[src/rtl/gray_cnt_pkg.sv]
// Shared mode encodings and a width-agnostic binary-to-Gray helper for the counter family.
// Pure declarations: no latency, no flow control.
package gray_cnt_pkg;

  localparam int MAX_W = 32;

  localparam logic [1:0] MODE_UP_WRAP = 2'b00;
  localparam logic [1:0] MODE_DN_WRAP = 2'b01;
  localparam logic [1:0] MODE_UP_SAT  = 2'b10;
  localparam logic [1:0] MODE_DN_SAT  = 2'b11;

  // mask selects the live low bits so a single function serves every width
  function automatic logic [MAX_W-1:0] bin2gray(input logic [MAX_W-1:0] b,
                                                input logic [MAX_W-1:0] mask);
    logic [MAX_W-1:0] m;
    m = b & mask;
    return (m ^ (m >> 1)) & mask;
  endfunction

endpackage

[src/rtl/gray_enc.sv]
// Combinational WIDTH-bit binary-to-Gray encoder.
// Latency 0; no flow control.
module gray_enc
  import gray_cnt_pkg::*;
#(
  parameter int WIDTH = 4
) (
  input  logic [WIDTH-1:0] bin,
  output logic [WIDTH-1:0] gray
);

  localparam logic [MAX_W-1:0] MASK = {MAX_W{1'b1}} >> (MAX_W - WIDTH);

  assign gray = WIDTH'(bin2gray(MAX_W'(bin), MASK));

endmodule

[src/rtl/gray_counter_n.sv]
// Up/down wrap/saturate counter with registered binary, Gray and terminal-count outputs.
// Latency 1 clk; no backpressure (en gates stepping); GRAY_CNT_WRAP_FLAG_EN adds sticky wrap_flag.
module gray_counter_n
  import gray_cnt_pkg::*;
#(
  parameter int               WIDTH   = 4,
  parameter logic [WIDTH-1:0] RST_VAL = '0
) (
  input  logic             clk,
  input  logic             rst,
  input  logic             set,
  input  logic             load,
  input  logic [WIDTH-1:0] din,
  input  logic             en,
  input  logic [1:0]       mode,
`ifdef GRAY_CNT_WRAP_FLAG_EN
  input  logic             wrap_clr,
  output logic             wrap_flag,
`endif
  output logic [WIDTH-1:0] bin,
  output logic [WIDTH-1:0] gray,
  output logic             tc
);

  localparam logic [WIDTH-1:0] ALL_ONES = '1;

  logic             up;
  logic             sat;
  logic             at_term;
  logic [WIDTH-1:0] bin_nxt;
  logic [WIDTH-1:0] bin_d;
  logic [WIDTH-1:0] gray_d;
  logic             tc_nxt;

  assign up      = (mode == MODE_UP_WRAP) || (mode == MODE_UP_SAT);
  assign sat     = (mode == MODE_UP_SAT) || (mode == MODE_DN_SAT);
  assign at_term = up ? (bin == ALL_ONES) : (bin == '0);

  always_comb begin
    bin_nxt = bin;
    tc_nxt  = 1'b0;
    if (set) begin
      bin_nxt = ALL_ONES;
    end else if (load) begin
      bin_nxt = din;
    end else if (en) begin
      tc_nxt = at_term;
      if (!(sat && at_term)) begin
        bin_nxt = up ? (bin + 1'b1) : (bin - 1'b1);
      end
    end
  end

  // Reset is folded in ahead of the encoder so gray tracks bin even on the reset edge
  assign bin_d = rst ? RST_VAL : bin_nxt;

  gray_enc #(.WIDTH(WIDTH)) u_enc (
    .bin  (bin_d),
    .gray (gray_d)
  );

  always_ff @(posedge clk) begin
    bin  <= bin_d;
    gray <= gray_d;
    if (rst) tc <= 1'b0;
    else     tc <= tc_nxt;
  end

`ifdef GRAY_CNT_WRAP_FLAG_EN
  logic wrap_set;
  assign wrap_set = en && !set && !load && !sat && at_term;

  always_ff @(posedge clk) begin
    if (rst)           wrap_flag <= 1'b0;
    else if (wrap_clr) wrap_flag <= 1'b0;
    else if (wrap_set) wrap_flag <= 1'b1;
  end
`endif

endmodule
[config.mk]
export PLATFORM = sky130hd
export DESIGN_NAME = gray_counter_n
export DESIGN_NICKNAME = d
export VERILOG_FILES = /design/src/rtl/gray_cnt_pkg.sv /design/src/rtl/gray_enc.sv /design/src/rtl/gray_counter_n.sv
export SDC_FILE = /design/constraint.sdc
export NUM_CORES = 1
export LEC_CHECK = 0
export ABC_AREA = 1
export BUFFER_PORTS_ARGS = -buffer_cell sky130_fd_sc_hd__buf_4
export CORE_AREA = 2 2 39 41
export CTS_CLUSTER_SIZE = 28
export DETAILED_ROUTE_END_ITERATION = 8
export DIE_AREA = 0 0 41 43
export PLACE_DENSITY_LB_ADDON = 0.15
export SLEW_MARGIN = 0
export SYNTH_ARGS = -nofsm -noshare
export SYNTH_HDL_FRONTEND = slang
export SYNTH_SLANG_ARGS = --single-unit
[constraint.sdc]
create_clock -name clk -period 2.1 [get_ports clk]
set_input_delay 0.63 -clock clk [delete_from_list [all_inputs] [get_ports clk]]
set_output_delay 0.63 -clock clk [all_outputs]
set_load 0.03 [all_outputs]
==> results of run 1 <==
path summary, 6_finish.rpt:
| path | startpoint | to | slack (ps) | depth (start not counted) |
|---|---|---|---|---|
| max reg2reg | bin[2] | gray[2] | 480 | 11 |
| max | mode[0] | gray[2] | 340 | 12 |
| min reg2reg | bin[2] | bin[2] | 700 | 4 |
| min | rst | bin[0] | 580 | 2 |
metrics by stage:
step	hold WS (ps)	util, %	total power (µW)	cells	instance area [µm²]
2_1_floorplan	697	-	284	82	569
3_3_place_gp	678	52.9	341	117	732
3_5_place_dp	690	52.9	343	117	732
4_1_cts	577	54.5	464	120	754
5_1_grt	586	54.5	488	120	754
6_report	583	54.5	458	120	754
cell type report:
| type | instances | area, µm² |
|---|---|---|
| timing repair buffer | 20 | 150 |
| clock buffer | 3 | 22.5 |
| multi-input combinational | 61 | 352 |
| inverter | 12 | 50.0 |
| tap | 16 | 20.0 |
| sequential | 8 | 160 |
| fill | 150 | 629 |
Yosys cell counts, drive strengths merged:
cell type / count / share of area [%]
nand3: 15 / 16
dfxtp: 8 / 28
nor2: 8 / 5.7
fa: 1 / 3.5
ha: 2 / 4.4
nand2: 25 / 20
a21oi: 7 / 8.1
inv: 11 / 7.3
buf: 1 / 1.3
nor3: 1 / 0.88
clkinv: 1 / 1.5
xor2: 1 / 1.5
and3: 1 / 1.3
critical path: cells and delay by family:
family | cells | cell delay (ps)
AND/OR/NAND/NOR | 9 | 590
AO/OA/AOI/OAI | 1 | 210
buffers and inverters | 1 | 130
adder cells (fa/ha/maj) | 1 | 340
metal layers:
metal / up-vias / track usage [%]
met1: 257 / 19.3
met2: 15 / 24.1
li1: 304 / -
met3: 0 / 7.33
met4: 0 / 4.67
met5: - / 0
where the power goes:
| group | switching (µW) | internal [µW] | total (µW) |
|---|---|---|---|
| clock network | 52.0 | 65.4 | 117 |
| logic | 101 | 66.5 | 168 |
| registers | 8.36 | 165 | 173 |
state kept, by name (all words and copies together) (netlist names):
| register | count |
|---|---|
| gray | 3 |
| bin | 4 |
| tc | 1 |
kinds of logic after synthesis:
family | synth area share (%)
simple gates | 44.2
buf+inv | 10.1
flops | 28.1
compound gates | 8.13
fa+ha+maj | 7.91
xor+xnor | 1.54
==> qor.csv, run 1 <==
stage,metric,value,unit
run_status,outcome,"complete, no violations",
critical_path,peak per-stage delay on the critical path,340,ps
detailed_routing,top metal layer carrying routed signals,met3,
critical_path,critical path start-end classification,primary input to register,
floorplan,num rows,14,
timing,number of hold violations in the final report,0,
power_and_ir_drop,leakage dissipation,0.000416,µW
global_routing,Total GRT Usage,15.9,%
global_routing,largest net degree at the start of global routing,8,
global_routing,via count of the first global-routing pass,489,
clock_tree,depth of the CTS H-tree,1,
floorplan,number of top-level design ports,20,
floorplan,Die Footprint,0.00176,mm²
floorplan,Vert. Die Dim,43,µm
critical_path,worst-path maximum fanout,6,
synthesis,Synthesized Nets,96,
synthesis,Ys Warns,0,
clock_tree,later-pin clock latency in the skew report,250,ps
synthesis,Mapped Cells,82,
floorplan,die span in x,41,µm
timing,Sum Neg Setup Slack,0,ps
clock_tree,clock buffers created by TritonCTS,3,
layout,"leading cell types in the layout, fill and taps excluded","nand2_1 (20), buf_4 (20), nand3_1 (12)",
layout,Final nets,120,
timing,Setup-failing EPs final,0,
job,Max-cap violations,0,
layout,fraction of final layout cells with drive strength greater than 1,34.6,%
floorplan,area of the placeable core,0.00138,mm²
clock_tree,clock-pin transition on the worst setup and hold timing paths,50,ps
layout,diode count,0,
placement,HPWL Detailed,1.00,mm
timing,post-route minimum period,1760,ps
detailed_routing,Pre-antenna DRT Iters,5,
timing,highest clock frequency the design can meet,569,MHz
detailed_routing,metal2 WL,594,µm
critical_path,endpoint required time on the critical path,2250,ps
detailed_routing,DRC viols,0,
power_and_ir_drop,Worst VDD drop,378,µV
critical_path,Critical Path Source Type,primary input,
global_routing,wire length of the first global-routing pass,1.90,mm
critical_path,series of cell instances along the critical path,buf_4 > ha_1 > a21oi_1 > nand2_1 > nand2_1 > nand2_1 > nand3_1 > nand3_1 > nand2_1 > nand2_1 > nand2_1 > nand2_1,
timing,worst rel slew slack,78.4,%
placement,worst slack at placement,76.9,ps
detailed_routing,average wire per cell in the routed design,10.3,µm
clock_tree,largest buffer count on any clock path,2,
critical_path,CP Capture Type,register,
power_and_ir_drop,Pwr per Cell Area,607,mW/mm²
clock_tree,number of buffers inserted for hold repair after clock tree synthesis,0,
critical_path,Worst EP arrival,1910,ps
detailed_routing,Via-to-Cell Ratio,4.80,
global_routing,number of antenna violations at the first check in global routing,0,
placement,GP Congestion,0.830,
detailed_routing,met3 wire length,68,µm
timing,Slew Limit Fails,0,
floorplan,effective utilization at floorplan,41.1,%
placement,Buffers on Ports,19,
synthesis,sequential share of the synthesized area,28.1,%
synthesis,area of the mapped netlist,569,µm²
clock_tree,Root Buffer Master,clkbuf_4,
layout,layout overhead on the synthesized area,32.5,%
detailed_routing,DRT iter0 DRCs,6,
detailed_routing,Antenna Violating Nets Remaining,0,
synthesis,per-instance average area after synthesis,6.94,µm²
clock_tree,CTS tree,built,
clock_tree,cts repair resizes,0,
timing,RSZ-0062 raised after global routing,no,
min_path,path category of the worst min-delay check,primary input to register,
detailed_routing,Post-Route M1 WL,567,µm
critical_path,Worst path slowest cell,ha_1,
synthesis,Yosys cell types,19,
global_routing,total overflow reported by the global router,0,
detailed_routing,total vias in the final route,576,
detailed_routing,DRT Wirelength,1.23,mm
synthesis,Yosys reg bits,8,
clock_tree,number of clock sinks,8,
clock_tree,setup fix buffers added after clock tree synthesis,0,
critical_path,Most Frequent Cell on Critical Path,nand2_1,
timing,slew at the pin closest to its max-slew limit,324,ps
timing,period utilisation layout,83.7,%
timing,least setup slack across all paths after layout,342,ps
timing,final worst clock skew,0.885,ps
Power figures use the tool's default switching activity.
==> run 2: changes to the inputs <==
--- a/config.mk
+++ b/config.mk
@@ -7,10 +7,9 @@
 export LEC_CHECK = 0
 export ABC_AREA = 1
 export BUFFER_PORTS_ARGS = -buffer_cell sky130_fd_sc_hd__buf_4
-export CORE_AREA = 2 2 39 41
+export CORE_UTILIZATION = 42
 export CTS_CLUSTER_SIZE = 28
 export DETAILED_ROUTE_END_ITERATION = 8
-export DIE_AREA = 0 0 41 43
 export PLACE_DENSITY_LB_ADDON = 0.15
 export SLEW_MARGIN = 0
 export SYNTH_ARGS = -nofsm -noshare
==> constraint.sdc (replaced) <==
create_clock -name clk -period 1.55 [get_ports clk]
set_input_delay 0.465 -clock clk [delete_from_list [all_inputs] [get_ports clk]]
set_output_delay 0.465 -clock clk [all_outputs]
set_load 0.03 [all_outputs]
==> qor.csv, run 2 (synthesis results as in run 1) <==
stage,metric,value,unit
run_status,outcome,"complete, no violations",
timing,highest clock frequency the design can meet,664,MHz
detailed_routing,DRT iter0 DRCs,10,
clock_tree,depth of the CTS H-tree,1,
clock_tree,clock buffers created by TritonCTS,3,
clock_tree,number of clock sinks,8,
clock_tree,largest buffer count on any clock path,2,
global_routing,number of antenna violations at the first check in global routing,0,
detailed_routing,DRC viols,0,
detailed_routing,Pre-antenna DRT Iters,3,
critical_path,peak per-stage delay on the critical path,410,ps
clock_tree,number of buffers inserted for hold repair after clock tree synthesis,0,
layout,"flip-flop count of the largest register, all copies and words added",4,
layout,diode count,0,
critical_path,critical path start-end classification,primary input to register,
layout,registers with the highest flip-flop counts,"bin x4, gray x3, tc x1",
power_and_ir_drop,Worst VDD drop,788,µV
min_path,hold path start,rst,
critical_path,path depth of the worst reg2reg path,8,
power_and_ir_drop,leakage dissipation,0.000434,µW
power_and_ir_drop,switching power summed over all nets,232,µW
global_routing,Total GRT Usage,20.7,%
power_and_ir_drop,Pwr per Cell Area,806,mW/mm²
critical_path,CP Depth,9,
clock_tree,CTS tree,built,
clock_tree,later-pin clock latency in the skew report,260,ps
timing,slew at the pin closest to its max-slew limit,329,ps
timing,Setup-failing EPs final,0,
critical_path,worst-path maximum fanout,4,
global_routing,via count of the first global-routing pass,523,
placement,HPWL Detailed,1.01,mm
floorplan,number of top-level design ports,20,
layout,Non-Filler Instances,122,
detailed_routing,total vias in the final route,596,
job,Max-cap violations,0,
layout,fraction of final layout cells with drive strength greater than 1,44.4,%
critical_path,Critical Path Source Type,primary input,
placement,cell count after placement,117,
critical_path,Worst EP arrival,1700,ps
power_and_ir_drop,part of the total power dissipated in the clock network,26.2,%
power_and_ir_drop,cell-internal power,428,µW
layout,"commonest non-fill, non-tap cell in the layout",buf_4,
critical_path,endpoint required time on the critical path,1740,ps
timing,least setup slack across all paths after layout,44.8,ps
power_and_ir_drop,fraction of power spent switching nets,35.1,%
timing,final worst clock skew,11.1,ps
timing,Sum Neg Setup Slack,0,ps
clock_tree,Root Buffer Master,clkbuf_4,
timing,worst rel slew slack,78.1,%
layout,Reg with most FFs,bin,
clock_tree,clock-pin transition on the worst setup and hold timing paths,60,ps
timing,number of hold violations in the final report,0,
power_and_ir_drop,relative contribution of combinational cells to total power,38.0,%
critical_path,Reg2Reg Launch Point,bin[1],
placement,worst slack at placement,-202,ps
detailed_routing,Via-to-Cell Ratio,4.89,
global_routing,wire length of the first global-routing pass,2.09,mm
floorplan,die span in x,38.8,µm
global_routing,total overflow reported by the global router,0,
timing,RSZ-0062 raised after global routing,yes,
power_and_ir_drop,register share of total power,35.8,%
critical_path,Worst path top cell family by delay,adder cells,
critical_path,number of buffers and inverters on the critical path,2,
timing,period utilisation layout,97.1,%
floorplan,effective utilization at floorplan,48.0,%
layout,"leading cell types in the layout, fill and taps excluded","buf_4 (23), nand2_1 (20), nand3_1 (12)",
detailed_routing,DRT Wirelength,1.26,mm
min_path,Min-Delay Path Depth,2,
layout,Final nets,123,
detailed_routing,average wire per cell in the routed design,10.3,µm
floorplan,Die Footprint,0.00151,mm²
power_and_ir_drop,final total power,660,µW
placement,Buffers on Ports,19,
critical_path,series of cell instances along the critical path,buf_4 > inv_1 > fa_2 > xor2_2 > nand3_2 > nand3_2 > a21oi_4 > nand2_1 > nand2_1,
timing,post-route minimum period,1510,ps
critical_path,origin of the worst setup path,mode[0],
global_routing,largest net degree at the start of global routing,8,
floorplan,area of the placeable core,0.00119,mm²
critical_path,Worst path slowest cell,fa_2,
placement,GP Congestion,0.755,
critical_path,CP Capture Type,register,
floorplan,Vert. Die Dim,38.8,µm
floorplan,num rows,12,
min_path,path category of the worst min-delay check,primary input to register,
timing,Slew Limit Fails,0,
detailed_routing,Antenna Violating Nets Remaining,0,
layout,layout overhead on the synthesized area,43.7,%
[run 2: final timing paths]
check                 end  slack (ps)
setup / recovery  gray[2]          40
hold / removal     bin[1]         400
setup reg to reg  gray[2]          60
hold reg to reg    bin[0]         750
[run 2: area by class of cell]
| cell class | count | area [µm²] |
|---|---|---|
| fill | 122 | 368 |
| clock buffer | 4 | 26.3 |
| sequential | 8 | 169 |
| tap | 14 | 17.5 |
| timing repair buffer | 23 | 173 |
| inverter | 12 | 52.6 |
| multi-input combinational | 61 | 380 |
[run 2: per-layer routing]
layer,vias to the layer above,GRT usage [%],part of all wire [%]
li1,313,-,-
met1,261,26.1,44
met3,0,8.67,5.7
met4,0,0,0
met2,22,34.6,50
met5,-,0,0
[run 2: timing repair]
item,4_1_cts,5_1_grt
resized for setup,0,6
endpoints found under the setup margin,0,4
setup buffers,0,1
hold endpoints to repair,0,0
[run 2: metrics by stage]
step / area [µm²] / hold WS [ps] / util [%]
5_1_grt: 818 / 403 / 69.0
2_1_floorplan: 582 / 525 / -
6_report: 818 / 403 / 69.0
4_1_cts: 783 / 394 / 66.0
3_5_place_dp: 757 / 674 / 63.8
3_3_place_gp: 757 / 673 / 63.8
[run 2: power groups by stage]
stage	Sequential [µW]	Combinational (µW)	Clock, µW
after floorplan	273	116	0
after detailed placement	239	235	0
after global placement	239	231	0
final	236	251	173
after global routing	237	277	189
after CTS	235	236	179
